## src/rtl/result_display_scanner.sv

```systemverilog
// Snapshots one of four 32-bit datapath observation values and scans it as eight hex digits
// onto an active-low, time-multiplexed seven-segment display; a debounced button cycles the source.
module result_display_scanner #(
  parameter int REFRESH_DIV     = 100000,
  parameter int DEBOUNCE_CYCLES = 1000000
) (
  input  logic        Clk,
  input  logic        Reset,
  input  logic [31:0] ProgramCount,
  input  logic [31:0] CurrentMin,
  input  logic [31:0] XOut,
  input  logic [31:0] YOut,
  input  logic        SelBtn,
  input  logic        Freeze,
  output logic [7:0]  Anode,
  output logic [6:0]  Segments,
  output logic        DecimalPoint,
  output logic [1:0]  SelLeds
);

  localparam int RW = (REFRESH_DIV > 2) ? $clog2(REFRESH_DIV) : 1;
  localparam int DW = $clog2(DEBOUNCE_CYCLES + 1);
  localparam logic [RW-1:0] REF_LAST = RW'(REFRESH_DIV - 1);
  localparam logic [DW-1:0] DB_LAST  = DW'(DEBOUNCE_CYCLES - 1);

  logic [1:0]    sync_q;
  logic          db_level_q, db_level_d;
  logic [DW-1:0] db_cnt_q, db_cnt_d;
  logic [1:0]    sel_q, sel_d;
  logic          sel_chg_q, sel_chg_d;
  logic [31:0]   snap_q, snap_d;
  logic [RW-1:0] ref_cnt_q, ref_cnt_d;
  logic [2:0]    digit_q, digit_d;
  logic [7:0]    anode_q, anode_d;
  logic [6:0]    seg_q, seg_d;
  logic          dp_q, dp_d;

  logic          db_diff, db_accept, press, ref_last;
  logic [31:0]   src;
  logic [3:0]    nib [8];

  for (genvar gi = 0; gi < 8; gi++) begin : g_nib
    assign nib[gi] = snap_q[4*gi +: 4];
  end

  function automatic logic [6:0] hex7(input logic [3:0] n);
    case (n)
      4'h0: hex7 = 7'h40;  4'h1: hex7 = 7'h79;  4'h2: hex7 = 7'h24;  4'h3: hex7 = 7'h30;
      4'h4: hex7 = 7'h19;  4'h5: hex7 = 7'h12;  4'h6: hex7 = 7'h02;  4'h7: hex7 = 7'h78;
      4'h8: hex7 = 7'h00;  4'h9: hex7 = 7'h10;  4'hA: hex7 = 7'h08;  4'hB: hex7 = 7'h03;
      4'hC: hex7 = 7'h46;  4'hD: hex7 = 7'h21;  4'hE: hex7 = 7'h06;  default: hex7 = 7'h0E;
    endcase
  endfunction

  always_comb begin
    // Accept on the edge the counter would reach the limit, so Sel moves that same edge.
    db_diff    = sync_q[1] ^ db_level_q;
    db_accept  = db_diff && (db_cnt_q == DB_LAST);
    db_level_d = db_accept ? sync_q[1] : db_level_q;
    db_cnt_d   = (!db_diff || db_accept) ? '0 : db_cnt_q + DW'(1);
    press      = db_accept && sync_q[1];
    sel_d      = press ? sel_q + 2'd1 : sel_q;
    sel_chg_d  = press;

    case (sel_q)
      2'd0:    src = ProgramCount;
      2'd1:    src = CurrentMin;
      2'd2:    src = XOut;
      default: src = YOut;
    endcase
    snap_d = (!Freeze || sel_chg_q) ? src : snap_q;

    ref_last  = (ref_cnt_q == REF_LAST);
    ref_cnt_d = ref_last ? '0 : ref_cnt_q + RW'(1);
    digit_d   = ref_last ? digit_q + 3'd1 : digit_q;

    anode_d = ~(8'h01 << digit_q);
    seg_d   = hex7(nib[digit_q]);
    dp_d    = !((digit_q == 3'd0) && Freeze);
  end

  always_ff @(posedge Clk or negedge Reset) begin
    if (!Reset) begin
      sync_q     <= 2'b00;
      db_level_q <= 1'b0;
      db_cnt_q   <= '0;
      sel_q      <= 2'd0;
      sel_chg_q  <= 1'b0;
      snap_q     <= 32'h0;
      ref_cnt_q  <= '0;
      digit_q    <= 3'd0;
      anode_q    <= 8'hFE;
      seg_q      <= 7'h40;
      dp_q       <= 1'b1;
    end else begin
      sync_q     <= {sync_q[0], SelBtn};
      db_level_q <= db_level_d;
      db_cnt_q   <= db_cnt_d;
      sel_q      <= sel_d;
      sel_chg_q  <= sel_chg_d;
      snap_q     <= snap_d;
      ref_cnt_q  <= ref_cnt_d;
      digit_q    <= digit_d;
      anode_q    <= anode_d;
      seg_q      <= seg_d;
      dp_q       <= dp_d;
    end
  end

  assign Anode        = anode_q;
  assign Segments     = seg_q;
  assign DecimalPoint = dp_q;
  assign SelLeds      = sel_q;

endmodule

```

## config.mk

```make
export PLATFORM = sky130hd
export DESIGN_NAME = result_display_scanner
export DESIGN_NICKNAME = d
export VERILOG_FILES = /design/src/rtl/result_display_scanner.sv
export SDC_FILE = /design/constraint.sdc
export NUM_CORES = 1
export LEC_CHECK = 0
export ABC_AREA = 1
export CORE_ASPECT_RATIO = 1.2
export CORE_UTILIZATION = 32
export DETAILED_ROUTE_END_ITERATION = 12
export PLACE_DENSITY = 0.59
export SETUP_SLACK_MARGIN = 0.3
export SYNTH_ARGS = -nofsm -noshare
export SYNTH_HDL_FRONTEND = slang
export SYNTH_SLANG_ARGS = --single-unit
```

## constraint.sdc

```tcl
create_clock -name Clk -period 2.9 [get_ports Clk]
set_input_delay 0.29 -clock Clk [delete_from_list [all_inputs] [get_ports Clk]]
set_output_delay 0.29 -clock Clk [all_outputs]
set_load 0.05 [all_outputs]
```

==> results_dict.tcl, run 1 <==
set metrics [dict create \
    crit_path_max_incr_delay_ns 0.80 \
    yosysTopAreaCell "dfrtp_1" \
    ys_top_cells_by_count "nand2_1 (253), inv_1 (90), nand3_1 (88)" \
    p_clk_frac 0.368 \
    synth_most_common_cell "nand2_1" \
    grt_pass1_wl_mm 26.9 \
    drt-initial-drc-count 283 \
    seq_area_mm2 0.00236 \
    die_h_um 148 \
    p_int_uw 2230 \
    maxCapViolations 0 \
    synth_seq_cells 94 \
    netlist.area_leader.share 0.372 \
    area_delta_synth_final_pct 34.4 \
    fin_worst_skew_ns 0.00809 \
    synth-async-reset-ratio 1.00 \
    cp-end-kind "flip-flop" \
    antenna_found_initial 0 \
    tightest_slew_ns 0.711 \
    hpwl_mm 12.4 \
    h-tree-depth 3 \
    status "complete, no violations" \
    final_util 0.439 \
    port-buffer-count 149 \
    critPathSlowestCell "dfrtp_1" \
    syn-cell-area_mm2 0.00572 \
    drt-wirelength-per-cell_um 14.2 \
    core_mm2 0.0175 \
    routed_wl_mm 16.4 \
    start_util 0.327 \
    hold_viol 0 \
    p_sw_uw 785 \
    final_max_slew_viol_count 0 \
    postRouteAntennaNets 0 \
    fin_nets 1072 \
    die_w_um 124 \
    rsz0062_at_grt "false" \
    cts-root-buf "clkbuf_16" \
    ys.warnings.count 0 \
    core.rowCount 53 \
    timing.fmax_mhz 455 \
    io_pins 150 \
    crit_chain "inv_4 > nand2_1 > nand3_1 > nand3_1 > nand2_1 > ha_1 > inv_1 > nand3_1 > nand3_1 > nand2_1" \
    dr_total_vias 5442 \
    synth-main-ff-cell "dfrtp_1" \
    swShare 0.260 \
    via_per_inst 4.74 \
    gp_congestion 0.856 \
    track_usage 0.191 \
    synth_fp_nets 932 \
    cts.sinks 94 \
    grt_max_degree 64 \
    relSlewSlack 0.526 \
    fillers 1820 \
    leakagePower_uw 0.00361 \
    synthCells 783 \
    powerDensity_mw_per_mm2 393 \
    power_frac_seq 0.460 \
    cp.required_ns 3.15 \
    total_power_uw 3020 \
    yosysSeqAreaShare 0.413 \
    gr-total-overflow 0 \
    firstDrtPassIters 4 \
    holdCritPathClass "reg -> reg" \
    syn_area_per_cell_um2 7.30 \
    period_needed_ns 2.20 \
    synth_edf_count 0 \
    clk_latency_ns 0.35 \
    pwr-share-comb 0.171 \
    die_area_mm2 0.0184 \
    crit_fanout 21 \
    worstPathArrival_ns 2.45 \
    path_common_cell "nand3_1" \
    path_clk_slew_ns 0.07 \
    ys_top_cells_by_area "dfrtp_1 (37%), nand2_1 (17%), nand3_1 (7.7%)" \
    cts_tree "yes" \
    layout-drive-gt1-share 0.0657 \
    start_kind "flip-flop" \
    synth_cell_types 36 \
    setup_tns_ns 0 \
    grt_pass1_vias 5434 \
    peakVddDrop_v 0.000279 \
    timing.final.crit_share 0.758 \
    clockBufferDepth 2 \
    crit_type "reg -> reg" \
    setup_viol 0 \
    multi_input_area_mm2 0.00285 \
    cts_inserted_buffers 9 \
    diodes 0 \
    drc 0 \
]
## layout make-up
cell class / instances / share of cell area
multi-input cells: 564 / 0.370
clock inverters: 4 / 0.00293
flip-flops and latches: 94 / 0.307
repair buffers: 158 / 0.204
well taps: 220 / 0.0358
inverters: 96 / 0.0472
clock buffers: 12 / 0.0321
## cells in the final DEF (no fill, tap or decap), types with 4 or more instances in the layout
cell / synthesis / routed
nand2_1: 253 / 253
clkdlybuf4s50_1: 0 / 148
inv_1: 90 / 90
nand3_1: 88 / 88
dfrtp_1: 85 / 85
nor2_1: 53 / 53
a21oi_1: 41 / 41
a22oi_1: 30 / 30
ha_1: 17 / 17
xor2_1: 14 / 14
nand4_1: 12 / 12
nor3_1: 12 / 12
dfstp_2: 9 / 9
clkbuf_16: 0 / 9
o21ai_0: 8 / 8
buf_4: 2 / 8
nor2_2: 7 / 6
inv_2: 5 / 5
nor3b_1: 5 / 5
nand3_2: 4 / 4
nor2_4: 3 / 4
## power groups by stage
stage	combinational (uW)	sequential (uW)	clock, uW
2_1_floorplan	176	1470	0
3_3_place_gp	518	1410	0
3_5_place_dp	520	1410	0
4_1_cts	524	1390	1150
5_1_grt	575	1400	1190
6_report	517	1390	1110
## metal layers
layer	share of wire	global-route usage	wire [um]	up-vias
li1	-	-	-	2787
met1	0.42	0.225	6880	2513
met2	0.52	0.344	8430	124
met3	0.042	0.0261	692	18
met4	0.021	0.0762	350	0
met5	0	0	0	-
## path summary, 6_finish.rpt
path | start | endpoint | slack, ns | depth (start not counted)
min in group asynchronous | Reset | Anode[0] | 0.42 | 2
worst max-delay path | digit_q[0] | Segments[0] | 0.70 | 10
worst min register to register | sync_q[0] | sync_q[1] | 0.35 | 0
worst max register to register | digit_q[0] | Segments[0] | 0.70 | 10
worst min-delay path | sync_q[0] | sync_q[1] | 0.35 | 0
max in group asynchronous | Reset | Anode[5] | 1.78 | 3
## cells by family after synthesis
logic type | synth area share
AOI/OAI and AO/OA | 0.0882
xor gates and xnor gates | 0.0230
adders and majority gates | 0.0372
DFF | 0.413
and+or+nand+nor | 0.348
buffers and inverters | 0.0899
## sequential cells by signal, summed over array words and instances, names as in the netlist
signal        flops
ref_cnt_q        17
Anode             8
SelLeds           2
Segments          7
sync_q            2
digit_q           3
DecimalPoint      1
snap_q           32
sel_chg_q         1
db_cnt_q         20
db_level_q        1
## what timing repair did
| action | in CTS | in global routing |
|---|---|---|
| resized for setup | 0 | 0 |
| endpoints found under the hold margin | 28 | 0 |
| setup buffers | 0 | 0 |
| hold buffers | 1 | 0 |
## metrics by stage
| step | setup WS, ns | cell area, um2 | hold slack, ns | std cells |
|---|---|---|---|---|
| after global routing | 0.458 | 7690 | 0.360 | 1148 |
| after global placement | 0.825 | 7410 | 0.267 | 1131 |
| after detailed placement | 0.742 | 7410 | 0.271 | 1131 |
| after CTS | 0.718 | 7690 | 0.350 | 1148 |
| after floorplan | 1.19 | 5720 | -0.00559 | 783 |
| final | 0.702 | 7690 | 0.348 | 1148 |
## worst max-delay path: cells and delay by family, from the launching register on
| kind | cells | cell delay, ns |
|---|---|---|
| flip-flops | 1 | 0.80 |
| adder cells (fa/ha/maj) | 1 | 0.30 |
| AND/OR/NAND/NOR | 7 | 0.69 |
| buffers and inverters | 2 | 0.28 |
Power figures use the tool's default switching activity.
==> inputs of run 2 (changes only) <==
==> constraint.sdc (replaced) <==
create_clock -name Clk -period 2.2 [get_ports Clk]
set_input_delay 0.22 -clock Clk [delete_from_list [all_inputs] [get_ports Clk]]
set_output_delay 0.22 -clock Clk [all_outputs]
set_load 0.05 [all_outputs]
==> run 2 against run 1 <==
Compared with the run above: clock power is 54% higher; non-clock buffer count up 7; design area is 2.0% higher; final cell count rose by 0.61%; combinational power is 32% higher; global-route usage decreased by 0.50 points; register-to-register slack worse by 0.23 ns; sequential power up 32%; critical endpoint is now Anode[3].
==> results_dict.tcl, run 2 (same netlist as run 1, synthesis figures left out) <==
set metrics [dict create \
    drt-initial-drc-count 370 \
    setup_tns_ns 0 \
    io_pins 150 \
    grt_pass1_vias 5476 \
    start_kind "flip-flop" \
    diodes 0 \
    top_usage_layer "met2" \
    holdCritPathClass "in -> reg" \
    path_buf_inv 1 \
    clk_latency_ns 0.34 \
    core_mm2 0.0175 \
    status "complete, no violations" \
    powerDensity_mw_per_mm2 539 \
    start_util 0.327 \
    cts_inserted_buffers 9 \
    cp-end-kind "primary output" \
    use_met3 0.0349 \
    final_common_cell "nand2_1" \
    hpwl_mm 12.6 \
    antenna_found_initial 0 \
    track_usage 0.186 \
    layout_common_cells "nand2_1 (253), clkdlybuf4s50_1 (140), inv_1 (90)" \
    relSlewSlack 0.577 \
    cts_tree "yes" \
    fin_nets 1079 \
    die_w_um 124 \
    routed_wl_mm 16.4 \
    timing.fmax_mhz 536 \
    peakVddDrop_v 0.000344 \
    crit_path_max_incr_delay_ns 0.79 \
    die_h_um 148 \
    period_needed_ns 1.87 \
    final_max_slew_viol_count 0 \
    drc 0 \
    gp_congestion 0.850 \
    crit_type "reg -> out" \
    drt-wirelength-per-cell_um 14.2 \
    die_area_mm2 0.0184 \
    leakagePower_uw 0.00370 \
    setup_viol 0 \
    dp_slack_ns 0.375 \
    grt_pass1_wl_mm 26.3 \
    clockBufferDepth 2 \
    crit_chain "clkdlybuf4s50_1" \
    timing.final.crit_share 0.848 \
    hold_viol 0 \
    whs_ns 0.312 \
    cts-root-buf "clkbuf_16" \
    regMostFlops "snap_q" \
    firstDrtPassIters 5 \
    core.rowCount 53 \
    reg_top3 "snap_q: 32 flops, db_cnt_q: 20 flops, ref_cnt_q: 17 flops" \
    via_per_inst 4.76 \
    postRouteAntennaNets 0 \
    setup_slack_ns 0.334 \
    fillers 1822 \
    crit_fanout 1 \
    fin_worst_skew_ns 0.00590 \
    dr_total_vias 5500 \
    cp.required_ns 1.98 \
    gr-total-overflow 0 \
    layout-drive-gt1-share 0.0749 \
    critPathTopFamily "buffers and inverters" \
    tightest_slew_ns 0.634 \
    path_clk_slew_ns 0.07 \
    use_met2 0.343 \
    grtUsageMet1 0.213 \
    grt_max_degree 55 \
    worstPathArrival_ns 1.65 \
    port-buffer-count 149 \
    maxCapViolations 0 \
    largest_reg_flops 32 \
    rsz0062_at_grt "true" \
    area_delta_synth_final_pct 37.1 \
    h-tree-depth 3 \
    critPathSlowestCell "clkdlybuf4s50_1" \
    cts.sinks 94 \
    final_util 0.448 \
]
[run 2: cell types whose count changed in the layout (fill, tap and decap cells not counted), moves of 2 or more]
cell             delta
bufinv_16           +2
dlymetal6s2s_1      +8
clkinv_2            -2
buf_12              +2
clkdlybuf4s50_1     -8
buf_4               +5
[run 2: final timing paths]
kind / startpoint / endpoint / slack (ns) / depth (start not counted)
worst max-delay path: Anode[3] / Anode[3] / 0.33 / 1
worst min-delay path: SelBtn / sync_q[0] / 0.31 / 1
worst max register to register: digit_q[0] / Segments[3] / 0.47 / 11
worst min register to register: sync_q[0] / sync_q[1] / 0.35 / 0
max in group asynchronous: Reset / db_cnt_q[12] / 1.09 / 3
min in group asynchronous: Reset / Segments[0] / 0.44 / 2
[run 2: report_power, final]
| part | leakage [uW] | internal, uW | switching [uW] | total, uW |
|---|---|---|---|---|
| clock network | 0.000156 | 1030 | 679 | 1710 |
| logic | 0.00238 | 348 | 337 | 685 |
| registers | 0.00116 | 1810 | 24.5 | 1830 |
[run 2: cell type report]
type,count,area (um2),share of cell area
Clock buffer,11,243,0.0310
Clock inverter,5,81.3,0.0104
Inverter,96,363,0.0463
Multi-Input combinational cell,564,2850,0.363
Sequential cell,94,2360,0.302
Tap cell,220,275,0.0351
Timing Repair Buffer,165,1670,0.213
[run 2: per-stage QoR]
stage,power [uW],cell area (um2),instances
final,4230,7840,1155
after global routing,4400,7840,1155
after CTS,4270,7820,1155
after detailed placement,2550,7490,1138
after global placement,2550,7490,1138
after floorplan,2170,5720,783
[run 2: metal layers]
metal,part of all wire,up-vias
met5,0,-
met4,0.020,0
met3,0.041,19
met2,0.52,126
met1,0.42,2551
li1,-,2804
[run 2: repair_timing]
item / CTS / global route
endpoints found under the hold margin: 40 / 0
hold buffers: 1 / 0
resized for setup: 0 / 9
setup endpoints to repair: 0 / 14
buffers inserted: 0 / 0
